File: src/rtl/ram_rr_arbiter_pkg.sv
// Shared types and constants for the round-robin RAM arbiter.
package ram_rr_arbiter_pkg;

  typedef enum logic [1:0] {
    IDLE   = 2'd0,
    SETUP  = 2'd1,
    ACCESS = 2'd2,
    HOLD   = 2'd3
  } state_t;

  localparam int unsigned ADDR_W_DEF = 4;
  localparam int unsigned DATA_W_DEF = 4;

  localparam logic REQ_A = 1'b0;
  localparam logic REQ_B = 1'b1;

endpackage

File: src/rtl/ram_rr_arbiter_rr_arb2.sv
// Two-way round-robin pick: a lone requester wins; on a tie the one not granted last wins.
module rr_arb2
  import ram_rr_arbiter_pkg::*;
(
  input  logic       a_req,
  input  logic       b_req,
  input  logic       last,
  output logic [1:0] win
);

  always_comb begin
    win = '0;
    if (a_req && b_req) begin
      win = (last == REQ_B) ? 2'b01 : 2'b10;
    end else begin
      win = {b_req, a_req};
    end
  end

endmodule

File: src/rtl/ram_rr_arbiter.sv
// Arbitrates two requesters onto one RAM port; each transaction runs IDLE->SETUP->ACCESS->HOLD.
module ram_rr_arbiter
  import ram_rr_arbiter_pkg::*;
#(
  parameter int unsigned ADDR_W = ADDR_W_DEF,
  parameter int unsigned DATA_W = DATA_W_DEF
) (
  input  logic              clk,
  input  logic              rst_n,
  input  logic              a_req,
  input  logic              b_req,
  input  logic              a_we,
  input  logic              b_we,
  input  logic [ADDR_W-1:0] a_addr,
  input  logic [ADDR_W-1:0] b_addr,
  input  logic [DATA_W-1:0] a_wdata,
  input  logic [DATA_W-1:0] b_wdata,
  output logic              a_gnt,
  output logic              b_gnt,
  output logic              a_ack,
  output logic              b_ack,
  output logic [DATA_W-1:0] rdata,
  output logic              busy,
  output logic [ADDR_W-1:0] ram_addr,
  output logic [DATA_W-1:0] ram_datain,
  output logic              ram_read,
  output logic              ram_write,
  input  logic [DATA_W-1:0] ram_dataout
);

  state_t            state, state_nxt;
  logic              last, last_nxt;
  logic              lat_we, lat_we_nxt;
  logic [ADDR_W-1:0] addr_nxt;
  logic [DATA_W-1:0] datain_nxt;
  logic [DATA_W-1:0] rdata_nxt;
  logic              read_nxt, write_nxt;
  logic [1:0]        win;

  rr_arb2 u_arb (
    .a_req (a_req),
    .b_req (b_req),
    .last  (last),
    .win   (win)
  );

  always_ff @(posedge clk or negedge rst_n) begin
    if (!rst_n) begin
      state      <= IDLE;
      last       <= REQ_B;
      lat_we     <= 1'b0;
      ram_addr   <= '0;
      ram_datain <= '0;
      rdata      <= '0;
      ram_read   <= 1'b0;
      ram_write  <= 1'b0;
    end else begin
      state      <= state_nxt;
      last       <= last_nxt;
      lat_we     <= lat_we_nxt;
      ram_addr   <= addr_nxt;
      ram_datain <= datain_nxt;
      rdata      <= rdata_nxt;
      ram_read   <= read_nxt;
      ram_write  <= write_nxt;
    end
  end

  // RAM strobes are registered, so each is computed for the state being entered.
  always_comb begin
    state_nxt  = state;
    last_nxt   = last;
    lat_we_nxt = lat_we;
    addr_nxt   = ram_addr;
    datain_nxt = ram_datain;
    rdata_nxt  = rdata;
    read_nxt   = 1'b0;
    write_nxt  = 1'b0;
    unique case (state)
      IDLE: begin
        if (win != 2'b00) begin
          state_nxt = SETUP;
          if (win[1]) begin
            last_nxt   = REQ_B;
            lat_we_nxt = b_we;
            addr_nxt   = b_addr;
            datain_nxt = b_wdata;
            read_nxt   = !b_we;
          end else begin
            last_nxt   = REQ_A;
            lat_we_nxt = a_we;
            addr_nxt   = a_addr;
            datain_nxt = a_wdata;
            read_nxt   = !a_we;
          end
        end
      end
      SETUP: begin
        state_nxt = ACCESS;
        read_nxt  = !lat_we;
        write_nxt = lat_we;
      end
      ACCESS: begin
        state_nxt = HOLD;
        if (!lat_we) rdata_nxt = ram_dataout;
      end
      HOLD: begin
        state_nxt = IDLE;
      end
      default: begin
        state_nxt = IDLE;
      end
    endcase
  end

  assign busy  = (state != IDLE);
  assign a_gnt = busy && (last == REQ_A);
  assign b_gnt = busy && (last == REQ_B);
  assign a_ack = (state == HOLD) && (last == REQ_A);
  assign b_ack = (state == HOLD) && (last == REQ_B);

endmodule

File: config.mk
export PLATFORM = sky130hd
export DESIGN_NAME = ram_rr_arbiter
export DESIGN_NICKNAME = d
export VERILOG_FILES = /design/src/rtl/ram_rr_arbiter_pkg.sv /design/src/rtl/ram_rr_arbiter_rr_arb2.sv /design/src/rtl/ram_rr_arbiter.sv
export SDC_FILE = /design/constraint.sdc
export NUM_CORES = 1
export LEC_CHECK = 0
export BUFFER_PORTS_ARGS = -buffer_cell sky130_fd_sc_hd__buf_2
export CORE_UTILIZATION = 44
export DETAILED_ROUTE_END_ITERATION = 16
export PLACE_DENSITY = 0.78
export SYNTH_ARGS = -nofsm -noshare
export SYNTH_HDL_FRONTEND = slang
export SYNTH_SLANG_ARGS = --single-unit
File: constraint.sdc
create_clock -name clk -period 1.9 [get_ports clk]
set_input_delay 0.095 -clock clk [delete_from_list [all_inputs] [get_ports clk]]
set_output_delay 0.095 -clock clk [all_outputs]
set_load 0.01 [all_outputs]
Word level (Yosys, flattened, before mapping)
Cells that the tools add are included.

cells by class
  add/sub/neg operators = 0
  multiply operators = 0
  divide/modulo/power cells = 0
  order comparisons = 0
  equality and inequality tests = 4
  shift-type cells = 0
  multiplexer cells = 12
  bitwise gates (word level) = 2
  reductions and logical operators = 13

operator list
  operator            count
  $mux 4              2
  $pmux 2 s4          1
  $mux 2              3
  $logic_and 1x1->1   5
  $mux 1              5
  $eq 2x2->1 const B  2
  $reduce_and 2->1    2
  $reduce_bool 2->1   2
  $logic_not 1->1     3
  $eq 2x1->1 const B  1
  $logic_not 2->1     1
  $ne 2x2->1 const B  1
  $not 1->1           2
  $pmux 1 s2          1

word-level totals
  bits in registers = 18
  latch bits = 0
  bits in writable memories = 0
  memory bits (read-only) = 0
  bits of input ports = 26
  output and inout port bits = 19
  word-level logic and storage cells = 39
  memories = 0

Logic depth before layout (Yosys ltp)
Gate-level depths: netlist of the first run.

  word-level depth = 5
  mapped depth = 8
  depth with buffers taken out = 5

Modules after synthesis
From an unflattened synthesis of the first run, not the netlist that was laid out.

unflattened totals
  cells, all modules = 67
  area total of the unflattened synthesis = 937.1 µm²

by module, submodules not included
  module          instances  cells each  area each (µm²)  seq. area each (µm²)
  ram_rr_arbiter  1          64          918.4            451.7
  rr_arb2         1          3           18.8             0.0

Worst setup path before layout of the first run
OpenSTA, ideal clock, no wires.

  path kind = register to register
  start = register state[0]
  end = register state[1]
  library setup time = 0.125 ns
  arrival = 1.437 ns
  required time = 1.775 ns
  path slack = 0.338 ns
  cell stages (with the launch flop) = 7
  path buffers = 1
  period minus slack after synthesis = 1.562 ns
  cell sequence = dfrtp_1 inv_1 ha_1 buf_6 inv_4 or3_4 mux2_4

on the way
  word-level cells in the longest chain between the ends = 2
  elaborated cells on any way between the ends = 6
  classes of those cells = 4 x eq/ne; 1 x mux; 1 x reduce/logical

RTL lines
  what                                             line                  RTL
  from (decl)                                      ram_rr_arbiter.sv:31  state_t state, state_nxt;
  from (signal assigned)                           ram_rr_arbiter.sv:58  state <= state_nxt;
  $eq 2x2->1, or another cell as far along         ram_rr_arbiter.sv:79  unique case (state)
  $pmux 2 s4 / $ne 2x2->1 (equally long branches)  n/a

Parallel ways exist; a longest one is shown, timed or not.
A chain may end at the register's enable or synchronous reset.

Worst setup path in the final report of the first run
  start = register state[1]
  end = register state[1]

Same word-level chain as after synthesis.

==> results of run 1 <==
-- flip-flops by register name, indices dropped and copies added, names as in the netlist --
register	flops
state	2
ram_write	1
ram_addr	4
rdata	4
ram_read	1
last	1
ram_datain	4
lat_we	1
-- worst max path at each step --
stage / from / to / slack, ps
global placement: state[0] / state[1] / 270
floorplan: state[0] / state[1] / 340
detailed placement: state[0] / state[1] / 210
CTS: state[0] / state[1] / 180
global route: state[0] / state[1] / 100
finish: state[1] / state[1] / 170
-- repair_timing --
item	CTS	global route
hold buffers	1	0
setup buffers	0	0
endpoints found under the hold margin	17	0
-- cell families (layout without fill, tap and decap cells) --
kind of cell | after synthesis | count (layout) | synth area share (%)
flops | 18 | 18 | 50.99
mux | 5 | 5 | 6.779
simple gates | 36 | 36 | 17.94
buf+inv | 9 | 55 | 6.073
compound gates | 16 | 16 | 12.57
fa+ha+maj | 4 | 4 | 5.650
-- per-stage QoR --
| step | std cells | instance area (um2) | setup WS (ps) | utilization, % | total power [mW] |
|---|---|---|---|---|---|
| after floorplan | 88 | 885.9 | 337.5 | - | 1.309 |
| after global placement | 154 | 1116 | 272.9 | 61.94 | 1.557 |
| after detailed placement | 154 | 1116 | 209.1 | 61.94 | 1.600 |
| after CTS | 159 | 1162 | 178.4 | 64.51 | 1.841 |
| after global routing | 159 | 1162 | 100.0 | 64.51 | 1.980 |
| final | 159 | 1162 | 174.6 | 64.51 | 1.826 |
-- Yosys cell counts (2+ instances only) --
| library cell | number | area, um2 |
|---|---|---|
| and2_1 | 2 | 12.51 |
| dfrtp_1 | 17 | 425.4 |
| ha_1 | 4 | 50.05 |
| buf_2 | 2 | 10.01 |
| a31oi_1 | 10 | 62.56 |
| nor2b_1 | 2 | 12.51 |
| mux2_2 | 4 | 45.04 |
| nor2_1 | 11 | 41.29 |
| buf_4 | 2 | 15.01 |
| nand2_1 | 18 | 67.56 |
| a21oi_1 | 2 | 10.01 |
| inv_1 | 3 | 11.26 |
-- where the power goes --
part	leakage, nW	internal [mW]	switching, mW
registers	0.208	0.584	0.123
logic	0.369	0.427	0.458
clock network	0.0210	0.117	0.118
total	0.598	1.13	0.698
-- area by class of cell --
cell class / count / area, um2 / share of cell area (%)
tap: 25 / 31.28 / 2.691
clock buffer: 4 / 36.28 / 3.122
inverter: 4 / 17.52 / 1.507
timing repair buffer: 47 / 245.2 / 21.10
sequential: 18 / 451.7 / 38.86
multi-input combinational: 61 / 380.4 / 32.72
-- cells in the final DEF, fill, tap and decap left out, types with 2 or more instances in the layout --
| cell | instances |
|---|---|
| a31oi_1 | 10 |
| clkbuf_4 | 3 |
| inv_1 | 3 |
| buf_2 | 44 |
| a21oi_1 | 2 |
| nor2b_1 | 2 |
| mux2_2 | 4 |
| dfrtp_1 | 17 |
| nand2_1 | 18 |
| ha_1 | 4 |
| and2_1 | 2 |
| nor2_1 | 11 |
| buf_4 | 2 |
-- layer usage --
layer  track usage, %  up-vias  wire [um]  part of all wire, %
met2            31.67       26       1040                   54
li1                 -      384          -                    -
met4            5.143        0         12                 0.63
met5                0        -          0                    0
met3            3.846        2         78                  4.1
met1            21.24      351        778                   41
-- critical path, delay by kind of cell, from the launching register on --
kind / cells / cell delay, ps
AND/OR/NAND/NOR: 1 / 390
flip-flops: 1 / 430
buffers and inverters: 2 / 150
adder cells (fa/ha/maj): 1 / 350
multiplexers: 1 / 300
==> impl_results.rst, run 1 <==
.. list-table::
   :header-rows: 1

   * - Metric
     - Value
   * - Run status
     - finished, final reports clean
   * - Count of buffers from port buffering
     - 44
   * - TritonCTS clock tree
     - built
   * - Ordered list of cells on the worst path
     - inv_1, ha_1, inv_4, or3_4, mux2_4
   * - Pwr per Cell Area
     - 1571 nW/um2
   * - Shortest clock period the worst path allows after layout
     - 1725 ps
   * - Unrepaired setup endpoints after global routing
     - false
   * - Total number of yosys warnings
     - 0
   * - Routed length per instance
     - 12.01 um
   * - Max Clock Freq
     - 0.5796 GHz
   * - Clk_lat worst skew
     - 290 ps
   * - Final number of max-transition violations
     - 0
   * - Core Rows
     - 15
   * - Post-cts repair resize count
     - 0
   * - Placeable core region
     - 1802 um2
   * - Antenna violation net count after detailed routing
     - 0
   * - Distinct cells, synth
     - 23
   * - Vias/cell
     - 4.799
   * - Worst IR Drop VDD
     - 0.7727 mV
   * - Crit path required time
     - 2090 ps
   * - Worst path slowest cell
     - dfrtp_1
   * - Setup_tns
     - 0 ps
   * - Mean instance size in the synthesized netlist
     - 10.07 um2
   * - Register clock-pin slew on the reported worst setup and hold paths
     - 100 ps
   * - Startpoint of the tightest hold check path
     - ram_dataout[3]
   * - Gate Count Post-Synth
     - 88
   * - Post-Route Hold Slack
     - 34.91 ps
   * - Post-detailed-routing wire length
     - 1909 um
   * - Flip-flop cell with the highest count after synthesis
     - dfrtp_1
   * - Number of global-route vias before repair
     - 629
   * - Via Count
     - 763
   * - Portion of the clock cycle consumed by the worst path in the final layout
     - 90.81%
   * - Maximum root-to-sink buffer count
     - 2
   * - Netlist area before placement
     - 885.9 um2
   * - Number of hold violations in the final report
     - 0
   * - Start-to-end type of the worst setup path
     - reg2reg
   * - Number of antenna violations at the first check in global routing
     - 0
   * - Critical register-to-register path startpoint
     - state[1]
   * - Depth of the CTS H-tree
     - 1
   * - Register-to-register setup slack
     - 170 ps
   * - Final antenna diode count
     - 0
   * - Root Buffer
     - clkbuf_4
   * - Overall fraction of global-route tracks in use
     - 17.70%
   * - Number of clock sinks seen by CTS
     - 18
   * - Largest net degree at the start of global routing
     - 20
   * - Type of the worst min-delay path
     - in2reg
   * - Global-route wire length before repair
     - 2725 um
   * - GR Overflow Total
     - 0
   * - Total die area
     - 2197 um2
   * - Clock Skew
     - 3.385 ps
   * - Arrival time at the worst endpoint
     - 1910 ps
   * - NumNets Final
     - 165
   * - Number of nets produced by synthesis
     - 118
   * - Max Fanout on Critical Path
     - 8
   * - HPWL after detailed placement
     - 1434 um
   * - Cells on worst reg2reg path
     - 5
   * - MaxCap Viol Count
     - 0
   * - Synthesis-to-finish area growth
     - 31.21%
   * - Count of unresolved DRC violations after routing
     - 0
   * - Crit Reg-Reg Endpoint
     - state[1]
   * - Number of synthesized flops with an enable pin
     - 0
   * - Sequential share of the synthesized area
     - 50.99%
   * - Leakage power figure
     - 0.5980 nW
   * - Height of the die
     - 46.87 um
   * - Placer Congestion
     - 0.7639
   * - Number of optimization iterations in the first detailed-route pass
     - 4
   * - Hold Path Sink
     - rdata[3]
   * - Total CTS buffers
     - 3
   * - Filler Cells Inserted
     - 167
   * - Number of flip-flops and latches in the synthesized netlist
     - 18
   * - Worst setup EP type
     - flop
   * - Fraction of synthesis flops using an asynchronous set or reset pin
     - 100.0%
   * - Number of I/O pins
     - 45
   * - Slowest stage delay, CP
     - 430 ps
   * - Slew at the pin with the worst max-slew slack
     - 400.2 ps
   * - Overall die width
     - 46.87 um
   * - Startpoint class of the critical path
     - flop
   * - Share of post-route cells with drive strength above 1
     - 45.52%
   * - Drt first-iter violations
     - 3
   * - Final setup violation count
     - 0
   * - Starting density of the core
     - 49.17%
   * - Worst slew margin relative to its limit
     - 73.32%
   * - Hold Path Depth
     - 2
No activity file was read; power rests on OpenSTA's default activity.
==> run 2: changes to the inputs <==
--- a/constraint.sdc
+++ b/constraint.sdc
@@ -3,2 +3,2 @@
 set_output_delay 0.095 -clock clk [all_outputs]
-set_load 0.01 [all_outputs]
+set_load 0.1 [all_outputs]
==> impl_results.rst, run 2 (synthesized netlist as in run 1, its figures left out) <==
.. list-table::
   :header-rows: 1

   * - Metric
     - Value
   * - Number of clock sinks seen by CTS
     - 18 (unchanged)
   * - # Post-CTS Setup Buffers
     - 0 (unchanged)
   * - Register clock-pin slew on the reported worst setup and hold paths
     - 100 ps (about the same)
   * - Start-to-end type of the worst setup path
     - reg2out
   * - Cells on worst reg2reg path
     - 5 (unchanged)
   * - Clock Skew
     - 3.586 ps (+0.2008 ps)
   * - Startpoint of the tightest hold check path
     - ram_dataout[2]
   * - TritonCTS clock tree
     - built
   * - Count of non-filler cells in the finished layout
     - 158 (-0.63%)
   * - Number of I/O pins
     - 45 (unchanged)
   * - Max Clock Freq
     - 0.5571 GHz (-3.9%)
   * - Shortest clock period the worst path allows after layout
     - 1795 ps (+69.58 ps)
   * - Final antenna diode count
     - 0 (unchanged)
   * - Number of optimization iterations in the first detailed-route pass
     - 4 (unchanged)
   * - Overall die width
     - 46.87 um (unchanged)
   * - Final setup violation count
     - 0 (unchanged)
   * - Placed cell count
     - 153 (-0.65%)
   * - Crit Reg-Reg Endpoint
     - state[1]
   * - Clk_lat worst skew
     - 280 ps (about the same)
   * - Hold Path Sink
     - rdata[2]
   * - Type of the worst min-delay path
     - in2reg
   * - Run status
     - finished, final reports clean
   * - Slowest stage delay, CP
     - 430 ps (about the same)
   * - Core Rows
     - 15 (unchanged)
   * - Via Count
     - 743 (-2.6%)
   * - Global-route wire length before repair
     - 2677 um (-1.8%)
   * - Slew at the pin with the worst max-slew slack
     - 496.2 ps (+96.02 ps)
   * - Total CTS buffers
     - 3 (unchanged)
   * - Starting density of the core
     - 49.17% (unchanged)
   * - GR Overflow Total
     - 0 (unchanged)
   * - MaxCap Viol Count
     - 0 (unchanged)
   * - Share of post-route cells with drive strength above 1
     - 46.62% (+1.1 points)
   * - Filler Cells Inserted
     - 157 (-6.0%)
   * - Startpoint class of the critical path
     - flop
   * - Arrival time at the worst endpoint
     - 1700 ps (-210 ps)
   * - Post-detailed-routing wire length
     - 1768 um (-7.4%)
   * - Number of hold violations in the final report
     - 0 (unchanged)
   * - Number of global-route vias before repair
     - 659 (+4.8%)
   * - Unrepaired setup endpoints after global routing
     - false
   * - Placeable core region
     - 1802 um2 (unchanged)
   * - HPWL after detailed placement
     - 1337 um (-6.8%)
   * - Depth of the CTS H-tree
     - 1 (unchanged)
   * - Crit path required time
     - 1800 ps (-290 ps)
   * - Number of antenna violations at the first check in global routing
     - 0 (unchanged)
   * - Worst slew margin relative to its limit
     - 67.15% (-6.2 points)
   * - Vias/cell
     - 4.703 (-2.0%)
   * - Worst setup EP type
     - primary output
   * - Post-Route Hold Slack
     - 42.24 ps (+7.333 ps)
   * - Most frequent standard cell in the layout excluding fill and tap cells
     - buf_2
   * - WP buf/inv
     - 2 (unchanged)
   * - Max Fanout on Critical Path
     - 8 (unchanged)
   * - Count of buffers from port buffering
     - 44 (unchanged)
   * - Routed length per instance
     - 11.19 um (-6.8%)
   * - Portion of the clock cycle consumed by the worst path in the final layout
     - 94.47% (+3.7 points)
   * - Worst path slowest cell
     - dfrtp_1
   * - Root Buffer
     - clkbuf_4
   * - Ordered list of cells on the worst path
     - inv_1, ha_1, and2b_2, clkbuf_4
   * - Largest net degree at the start of global routing
     - 20 (unchanged)
   * - Pre-CTS WS
     - 194.1 ps (-15.03 ps)
   * - Kind of cell adding the most delay to the critical path
     - flip-flops
   * - Critical register-to-register path startpoint
     - state[1]
   * - Commonest cells after routing, fill and taps aside
     - 43 x buf_2, 18 x nand2_1, 17 x dfrtp_1, 10 x nor2_1, 10 x a31oi_1
   * - NumNets Final
     - 164 (-0.61%)
   * - Overall fraction of global-route tracks in use
     - 17.13% (-0.57 points)
   * - Total die area
     - 2197 um2 (unchanged)
   * - Drt first-iter violations
     - 5 (+2)
   * - Final number of max-transition violations
     - 0 (unchanged)
   * - Synthesis-to-finish area growth
     - 31.21% (unchanged)
   * - Placer Congestion
     - 0.6883 (-9.9%)
   * - Hold Path Depth
     - 2 (unchanged)
   * - Maximum root-to-sink buffer count
     - 2 (unchanged)
   * - Count of unresolved DRC violations after routing
     - 0 (unchanged)
   * - Setup_tns
     - 0 ps (unchanged)
   * - Worst-case setup margin in the final layout
     - 105.0 ps (-69.58 ps)
   * - Antenna violation net count after detailed routing
     - 0 (unchanged)
   * - Register-to-register setup slack
     - 180 ps (about the same)
   * - Height of the die
     - 46.87 um (unchanged)
   * - Registers with the highest flip-flop counts
     - ram_addr x4, ram_datain x4, rdata x4
==> run 2: worst max-delay path by stage <==
stage                   from  slack [ps]  depth (start not counted)  endpoint
finish              state[1]         110                          4     b_gnt
global placement    state[0]         260                          5  state[1]
CTS                 state[0]          50                          4     b_gnt
detailed placement  state[0]         190                          5  state[1]
floorplan           state[0]         220                          6  state[1]
global route        state[0]           4                          4     b_gnt
==> run 2: area by class of cell <==
class / instances / area (um2) / share of cell area [%]
flip-flops and latches: 18 / 451.7 / 38.86
multi-input cells: 61 / 385.4 / 33.15
repair buffers: 46 / 240.2 / 20.67
clock buffers: 4 / 36.28 / 3.122
well taps: 25 / 31.28 / 2.691
inverters: 4 / 17.52 / 1.507
==> run 2: what timing repair did <==
item / CTS / global route
resized for setup: 0 / 1
hold buffers: 1 / 0
endpoints found under the setup margin: 0 / 1
endpoints found under the hold margin: 17 / 0
==> run 2: metal layers <==
metal  track usage [%]  vias up  wire length [um]
met3             3.462        0                89
met5                 0        -                 0
met4             3.429        0                 0
met2             31.94       29               888
met1             20.29      328               790
li1                  -      386                 -
==> run 2: through the flow <==
step                utilization, %  cell area, um2
global route                 64.51            1162
floorplan                        -           890.9
global placement             61.81            1114
CTS                          64.38            1160
detailed placement           61.81            1114
finish                       64.51            1162
Power of run 2 is left out: the tool's default activity adds up to more than one toggle a clock period on the data nets, which glitch-free logic cannot reach.
